`src/rtl/mont_pkg.sv`:
```
// Shared types for the Montgomery multiplier slice.
// State encoding and counter sizing helper.
package mont_pkg;

  typedef enum logic [1:0] {
    IDLE,
    CALC,
    FINAL
  } state_t;

  function automatic int cnt_w(input int width);
    return $clog2(width);
  endfunction

endpackage

```
`src/rtl/mont_mult_unit_if.sv`:
```
// Start/done handshake bundle between operand mux and multiplier.
// master = caller, slave = mont_mult_unit.
interface mont_mult_unit_if #(
  parameter int WIDTH = 4
) ();

  logic             start;
  logic [WIDTH-1:0] a;
  logic [WIDTH-1:0] b;
  logic [WIDTH-1:0] m;
  logic             busy;
  logic             done;
  logic [WIDTH-1:0] result;
  logic             err;

  modport master (
    output start, a, b, m,
    input  busy, done, result, err
  );

  modport slave (
    input  start, a, b, m,
    output busy, done, result, err
  );

endinterface

```
`src/rtl/mont_csub.sv`:
```
// Montgomery final conditional subtract: P in [0, 2m) -> [0, m).
// Purely combinational; shared with the exponentiation controller.
module mont_csub
  import mont_pkg::*;
#(
  parameter int WIDTH = 4
) (
  input  logic [WIDTH:0]   p,
  input  logic [WIDTH-1:0] m,
  output logic [WIDTH-1:0] r
);

  logic [WIDTH:0] m_ext;
  logic [WIDTH:0] diff;

  always_comb begin
    m_ext = {1'b0, m};
    diff  = p - m_ext;
    r     = (p >= m_ext) ? diff[WIDTH-1:0]
                         : p[WIDTH-1:0];
  end

endmodule

```
`src/rtl/mont_mult_unit.sv`:
```
// Radix-2 bit-serial Montgomery multiplier: a*b*2^-WIDTH mod m.
// Build option MONT_MOD_CHECK_EN: reject even moduli with err.
module mont_mult_unit
  import mont_pkg::*;
#(
  parameter int WIDTH = 4
) (
  input  logic clk,
  input  logic rst_n,
  mont_mult_unit_if.slave bus
);

  localparam int CW = cnt_w(WIDTH);
  localparam logic [CW-1:0] LAST = CW'(WIDTH - 1);

  state_t           state;
  logic [WIDTH-1:0] a_sh;
  logic [WIDTH-1:0] b_reg;
  logic [WIDTH-1:0] m_reg;
  logic [WIDTH:0]   p;
  logic [CW-1:0]    i;
  logic             busy_q;
  logic             done_q;
  logic [WIDTH-1:0] res_q;
  logic [WIDTH-1:0] res_fin;

  logic [WIDTH+1:0] t_add;
  logic [WIDTH+1:0] t_odd;
  logic [WIDTH:0]   p_nxt;

`ifdef MONT_MOD_CHECK_EN
  logic rej;
  logic err_q;
`endif

  // a is shifted right each iteration so bit 0 is always a_reg[i]
  always_comb begin
    t_add = {1'b0, p}
          + (a_sh[0] ? {2'b00, b_reg}
                     : {(WIDTH+2){1'b0}});
    t_odd = t_add[0] ? t_add + {2'b00, m_reg}
                     : t_add;
    p_nxt = t_odd[WIDTH+1:1];
  end

  mont_csub #(
    .WIDTH (WIDTH)
  ) u_csub (
    .p (p),
    .m (m_reg),
    .r (res_fin)
  );

  always_ff @(posedge clk or negedge rst_n) begin
    if (!rst_n) begin
      state  <= IDLE;
      a_sh   <= '0;
      b_reg  <= '0;
      m_reg  <= '0;
      p      <= '0;
      i      <= '0;
      busy_q <= 1'b0;
      done_q <= 1'b0;
      res_q  <= '0;
`ifdef MONT_MOD_CHECK_EN
      rej    <= 1'b0;
      err_q  <= 1'b0;
`endif
    end else begin
      done_q <= 1'b0;
      unique case (state)
        IDLE: begin
`ifdef MONT_MOD_CHECK_EN
          if (rej) begin
            rej    <= 1'b0;
            done_q <= 1'b1;
            err_q  <= 1'b1;
            res_q  <= '0;
          end else if (bus.start && !bus.m[0]) begin
            rej <= 1'b1;
          end else if (bus.start) begin
`else
          if (bus.start) begin
`endif
            a_sh   <= bus.a;
            b_reg  <= bus.b;
            m_reg  <= bus.m;
            p      <= '0;
            i      <= '0;
            busy_q <= 1'b1;
            state  <= CALC;
          end
        end
        CALC: begin
          p    <= p_nxt;
          a_sh <= a_sh >> 1;
          i    <= i + 1'b1;
          if (i == LAST) begin
            state <= FINAL;
          end
        end
        FINAL: begin
          res_q  <= res_fin;
          done_q <= 1'b1;
          busy_q <= 1'b0;
`ifdef MONT_MOD_CHECK_EN
          err_q  <= 1'b0;
`endif
          state  <= IDLE;
        end
        default: state <= IDLE;
      endcase
    end
  end

  assign bus.busy   = busy_q;
  assign bus.done   = done_q;
  assign bus.result = res_q;
`ifdef MONT_MOD_CHECK_EN
  assign bus.err    = err_q;
`else
  assign bus.err    = 1'b0;
`endif

endmodule

```
`src/flat_wrapper.sv`:
```
// flat-port wrapper written by rule: the top's interface ports become plain ports
module mont_mult_unit_flat import mont_pkg::*;
#(
  parameter int WIDTH = 4
)
  (clk, rst_n, bus_start, bus_a, bus_b, bus_m, bus_busy, bus_done, bus_result, bus_err);
  mont_mult_unit_if #(.WIDTH(WIDTH)) bus_i ();
  input  logic clk;
  input  logic rst_n;
  input wire logic [$bits(bus_i.start)-1:0] bus_start;
  input wire logic [$bits(bus_i.a)-1:0] bus_a;
  input wire logic [$bits(bus_i.b)-1:0] bus_b;
  input wire logic [$bits(bus_i.m)-1:0] bus_m;
  output wire logic [$bits(bus_i.busy)-1:0] bus_busy;
  output wire logic [$bits(bus_i.done)-1:0] bus_done;
  output wire logic [$bits(bus_i.result)-1:0] bus_result;
  output wire logic [$bits(bus_i.err)-1:0] bus_err;
  assign bus_i.start = bus_start;
  assign bus_i.a = bus_a;
  assign bus_i.b = bus_b;
  assign bus_i.m = bus_m;
  assign bus_busy = bus_i.busy;
  assign bus_done = bus_i.done;
  assign bus_result = bus_i.result;
  assign bus_err = bus_i.err;
  mont_mult_unit #(.WIDTH(WIDTH)) u_core (.clk(clk), .rst_n(rst_n), .bus(bus_i));
endmodule
```
`config.mk`:
```
export PLATFORM = sky130hd
export DESIGN_NAME = mont_mult_unit_flat
export DESIGN_NICKNAME = d
export VERILOG_FILES = /design/src/rtl/mont_pkg.sv /design/src/rtl/mont_mult_unit_if.sv /design/src/rtl/mont_csub.sv /design/src/rtl/mont_mult_unit.sv /design/src/flat_wrapper.sv
export SDC_FILE = /design/constraint.sdc
export NUM_CORES = 1
export LEC_CHECK = 0
export BUFFER_PORTS_ARGS = -buffer_cell sky130_fd_sc_hd__buf_4
export CAP_MARGIN = 40
export CORE_ASPECT_RATIO = 1.75
export CORE_UTILIZATION = 57
export CTS_BUF_LIST = sky130_fd_sc_hd__clkbuf_4
export CTS_CLUSTER_SIZE = 40
export DETAILED_ROUTE_END_ITERATION = 10
export PLACE_DENSITY = 0.79
export SKIP_CTS_REPAIR_TIMING = 1
export SYNTH_ARGS = -nofsm -noshare
export SYNTH_HDL_FRONTEND = slang
export SYNTH_SLANG_ARGS = --single-unit
```
`constraint.sdc`:
```
create_clock -name clk -period 7 [get_ports clk]
set_input_delay 0.7 -clock clk [delete_from_list [all_inputs] [get_ports clk]]
set_output_delay 0.7 -clock clk [all_outputs]
set_load 0.05 [all_outputs]
```
# After elaboration in Yosys (flattened, before gate mapping)
# Cells that the tools add are included.
[word_totals]
register_bits = 27
out_inout_bits = 7
[op_classes]
add_sub_neg = 4
magnitude_cmp = 1
n_reduce_logical = 7
n_eq_ne = 5
mux = 15
[op_table]
columns = ["operator", "n"]
rows = [
  ["2-to-1 mux 4 bit", 3],
  ["case mux 5 bit (2 select lines)", 1],
  ["case mux 2 bit (2 select lines)", 2],
  ["case mux 4 bit (2 select lines)", 1],
  ["AND reduction 2 bit", 4],
  ["adder 5 x 4 -> 6 bit", 1],
  ["adder 6 x 4 -> 6 bit", 1],
  ["2-to-1 mux 2 bit", 3],
  ["2-to-1 mux 6 bit", 1],
  ["greater-or-equal comparator 5 x 4 -> 1 bit", 1],
  ["2-to-1 mux 5 bit", 1],
  ["equality test 2 bit (second input constant)", 2],
  ["nonzero test 2 bit", 2],
  ["subtractor 4 bit", 1],
  ["adder 2 x 1 -> 2 bit (second input constant)", 1],
  ["equality test 2 x 1 -> 1 bit (second input constant)", 1],
  ["zero test 2 bit", 1],
  ["2-to-1 mux 1 bit", 2],
  ["inequality test 2 x 1 -> 1 bit (second input constant)", 1],
  ["inequality test 2 bit (second input constant)", 1],
  ["case mux 1 bit (2 select lines)", 1],
]

# Depth between registers and ports, before layout
[depth]
ltp_word = 5
depth_mapped = 11

# By module
# From an unflattened synthesis, not the netlist that was laid out.
[unflattened]
cells_unflattened = 153
area_unflattened_um2 = 1632.8
[by_module_without_submodules]
columns = ["mod", "cells_each", "area_per_inst_um2", "n_inst"]
rows = [
  ["mont_mult_unit", 123, 1407.6, 1],
  ["mont_csub", 30, 225.2, 1],
]

# Worst setup path after synthesis
# OpenSTA, ideal clock, no wires.
[synth_path]
path_type = "flip-flop to flip-flop"
from = "register u_core.a_sh[0]"
to = "register u_core.p[4]"
path_buffers = 0
slack_ps = 4599
synth_period_minus_slack_ps = 2401
t_arrival_ps = 2277
path_stages_with_launch = 11
path_cell_list = "dfrtp_1 and2_1 ha_1 fa_1 xor2_1 ha_1 o21a_1 o21ai_0 nor4_2 nor2_1 a211o_1"
[synth_between]
elab_chain_len = 5
[synth_lines]
columns = ["element", "line", "text"]
rows = [
  ["start, declared", "mont_mult_unit.sv:17", "logic [WIDTH-1:0] a_sh;"],
  ["start signal, assigned", "mont_mult_unit.sv:85", "a_sh <= bus.a;"],
  ["start signal, assigned", "mont_mult_unit.sv:96", "a_sh <= a_sh >> 1;"],
  ["2-to-1 mux 4 bit (*)", "mont_mult_unit.sv:39", "+ (a_sh[0] ? {2'b00, b_reg}"],
  ["adder 5 x 4 -> 6 bit (*)", "mont_mult_unit.sv:39", ""],
  ["adder 6 x 4 -> 6 bit", "mont_mult_unit.sv:41", "t_odd = t_add[0] ? t_add + {2'b00, m_reg}"],
  ["2-to-1 mux 6 bit (*)", "mont_mult_unit.sv:41", ""],
  ["case mux 5 bit (2 select lines) (*)", "mont_mult_unit.sv:71", "unique case (state)"],
  ["end signal, assigned", "mont_mult_unit.sv:95", "p <= p_nxt;"],
  ["end, declared", "mont_mult_unit.sv:20", "logic [WIDTH:0] p;"],
]
# Mark *: on every way between the ends. The rest lies on a longest branch, timed or not.
# A chain may end at the register's enable or synchronous reset.

# Worst setup path after layout
# Ends and elaborated chain as after synthesis.

==> impl_metrics.py <==
metrics = {
    "power": {
        "peakVddDrop_mv": 0.3140,
        "switchingPower_mw": 0.4382,
        "power.density_mw_per_mm2": 512.1,
        "internal_power_mw": 0.4891,
        "power_leakage_nw": 0.8752,
        "combinationalPowerShare": 0.621,
        "pwr-share-seq": 0.303,
        "swShare": 0.4726,
        "clkPwrFrac": 0.077,
    },
    "finish": {
        "final_nets": 215,
        "fin_util": 0.6730,
        "seq_area_sq_um": 675.6,
        "final_cell_mix": "27 x dfrtp_1, 22 x buf_4, 19 x o21ai_0, 17 x nand2_1, 12 x ha_1",
        "mostFrequentLayoutCell": "dfrtp_1",
        "area_delta_synth_final_pct": 12.69,
        "n_fill_cell": 209,
        "insertedDiodeCount": 0,
        "drive_above_1_share": 0.1957,
        "multi_input_area_sq_um": 872.1,
        "largest_reg_flops": 5,
        "largest_register": "u_core.p",
    },
    "setup_path": {
        "crit_type": "reg -> reg",
        "cpPeakStageDelay_ns": 0.44,
        "crit_family": "compound AO/OA/AOI/OAI gates",
        "worstPathCellList": "and2_1, ha_1, a21o_1, a21oi_1, xnor2_1, ha_1, o21a_1, o21ai_0, nor4_2, nor2_1, a211o_1",
        "path_buf_inv": 0,
        "cp_max_fo": 5,
        "required_ns": 7.24,
        "critPathLaunchType": "register",
        "cpMaxStageDelayCell": "dfrtp_1",
        "rr_endpoint": "u_core.p[4]",
        "r2r-start": "u_core.a_sh[0]",
        "cp.arrival_ns": 2.94,
        "r2r_cells": 11,
        "r2r_slack_ns": 4.30,
        "endpoint_kind": "register",
        "crit_top_cell": "ha_1",
    },
    "grt": {
        "grt_overflow": 0,
        "grt_pass1_vias": 1379,
        "grt_use_met3": 0.02488,
        "grt-busiest-layer": "met2",
        "met2_usage": 0.5104,
        "grt_pass1_wl_microns": 6099,
        "grt_max_degree": 28,
        "track_usage": 0.2646,
        "antenna_found_initial": 0,
        "grtUsageMet1": 0.2703,
    },
    "floorplan": {
        "dieArea_sq_mm": 0.003043,
        "coreArea_sq_mm": 0.002690,
        "ios": 22,
        "die_x_microns": 42.13,
        "start_util": 0.5972,
        "die_height_microns": 72.23,
        "rows": 25,
    },
    "clock_tree": {
        "htree_levels": 1,
        "cts_buffer_depth": 2,
        "numCtsBuffers": 3,
        "clock_latency_ns": 0.34,
        "cts_tree": "built",
        "clk_pin_slew_worst_paths_ns": 0.15,
        "cts-root-buf": "clkbuf_4",
        "numClockSinks": 27,
    },
    "route": {
        "drtPass1Iterations": 5,
        "num_vias": 1288,
        "viasPerCell": 6.104,
        "drtIter0Drc": 55,
        "drc": 0,
        "post_drt_wl_per_cell_microns": 16.56,
        "final_antenna_net_count": 0,
        "postRouteWirelength_microns": 3495,
    },
    "outcome": {
        "status": "complete, no violations",
    },
    "logic_synthesis": {
        "synthXorXnorAreaFrac": 0.03271,
        "yosysWarnings": 0,
        "ys_top_cells_by_area": "dfrtp_1 42%, ha_1 9.3%, o21ai_0 5.9%",
        "muxShareOfSynthArea": 0.05997,
        "avgSynthCellArea_sq_um": 9.856,
        "yosys.area_share.simple": 0.1659,
        "synth_nets": 193,
        "synth_fa_ha_area_frac": 0.1308,
        "synth_compound_area_frac": 0.1511,
        "yosysTopAreaCellShare": 0.4206,
        "synth_seq_cells": 27,
        "synth_area_leader_cell": "dfrtp_1",
        "ys_seq_area_frac": 0.4206,
        "yosysUniqueCellTypes": 35,
        "synth_cells": 163,
        "synth_top_family_by_area": "simple AND/OR/NAND/NOR gates",
        "syn_area_sq_mm": 0.001607,
    },
    "sta": {
        "timing.hold.ws_ns": 0.2359,
        "fin_crit_sh": 0.3859,
        "worst_pin_slew_ns": 0.5577,
        "tns_ns": 0,
        "timing.final.crit_period_ns": 2.702,
        "skew_ns": 0.006852,
        "maxSlewHeadroom": 0.6242,
        "rsz0062_at_grt": "no",
        "setup_viol": 0,
        "max_freq_mhz": 370.2,
        "finalHoldViolCount": 0,
        "finalMaxSlewViolations": 0,
    },
    "place": {
        "gp_congestion": 0.9133,
        "io_buffers": 20,
        "hpwlAfterDp_microns": 2752,
    },
    "flow_run": {
        "cap_violations": 0,
    },
    "min_path": {
        "hold_class": "in -> async",
    },
}
[through the flow]
stage / power (mW) / instance area, sq um / setup slack, ns / cells
6_report: 0.9272 / 1810 / 4.298 / 211
4_1_cts: 0.9220 / 1803 / 4.308 / 210
3_5_place_dp: 0.8509 / 1773 / 4.354 / 206
2_1_floorplan: 0.6987 / 1607 / 4.599 / 163
3_3_place_gp: 0.8098 / 1773 / 4.511 / 206
5_1_grt: 1.000 / 1810 / 4.079 / 211
[Yosys cell counts]
cell type  instances
dfrtp_1           27
o21ai_0           19
nand2_1           17
ha_1              12
inv_1              9
nor2_1             8
and2_1             7
a21oi_1            6
mux2_2             5
nand3_1            5
xnor2_1            5
mux2i_1            4
nor2b_1            4
o21a_1             4
fa_1               3
nand4_1            3
a211o_1            2
a21o_1             2
a22o_1             2
a31oi_1            2
buf_2              2
clkbuf_1           2
a22oi_1            1
a31o_2             1
and3_4             1
buf_4              1
conb_1             1
nand2b_1           1
nor3_1             1
nor3b_2            1
nor4_1             1
nor4_2             1
o41ai_1            1
or2_2              1
xor2_1             1
[routing by layer]
layer	share of wire	wire length [microns]
met1	0.36	1268
met3	0.029	100
met5	0	0
met2	0.57	2006
met4	0.034	120
[logic make-up after synthesis]
group | after synthesis
simple gates | 51
mux | 9
flops | 27
fa+ha+maj | 15
compound gates | 40
buf+inv | 14
other cells | 1
xor+xnor | 6
[power groups by stage]
stage	logic (mW)	clock network (mW)	registers, mW
3_5_place_dp	0.567	0	0.283
6_report	0.575	0.0710	0.281
4_1_cts	0.570	0.0711	0.280
5_1_grt	0.638	0.0741	0.288
3_3_place_gp	0.531	0	0.279
2_1_floorplan	0.387	0	0.312
[worst register-to-register path: cells and delay by family (launching register included)]
family          cells  cell delay [ns]
flops               1             0.44
compound gates      5             0.89
xor+xnor            1             0.13
simple gates        3             0.49
fa+ha+maj           2             0.65
[worst max path at each step]
stage                         startpoint  slack (ns)     endpoint  cells past startpoint
after global placement    u_core.a_sh[0]        4.51  u_core.p[3]                     10
after CTS                 u_core.a_sh[0]        4.31  u_core.p[4]                     11
after floorplan           u_core.a_sh[0]        4.60  u_core.p[4]                     10
final                     u_core.a_sh[0]        4.30  u_core.p[4]                     11
after detailed placement  u_core.a_sh[0]        4.35  u_core.p[4]                     11
after global routing      u_core.a_sh[0]        4.08  u_core.p[4]                     11
[layout make-up]
type	count	area share
Clock buffer	3	0.01244
Clock inverter	1	0.004147
Inverter	9	0.01866
Multi-Input combinational cell	122	0.4817
Sequential cell	27	0.3732
Tap cell	27	0.01866
Timing Repair Buffer	22	0.09122
No activity file was read; power rests on OpenSTA's default activity.
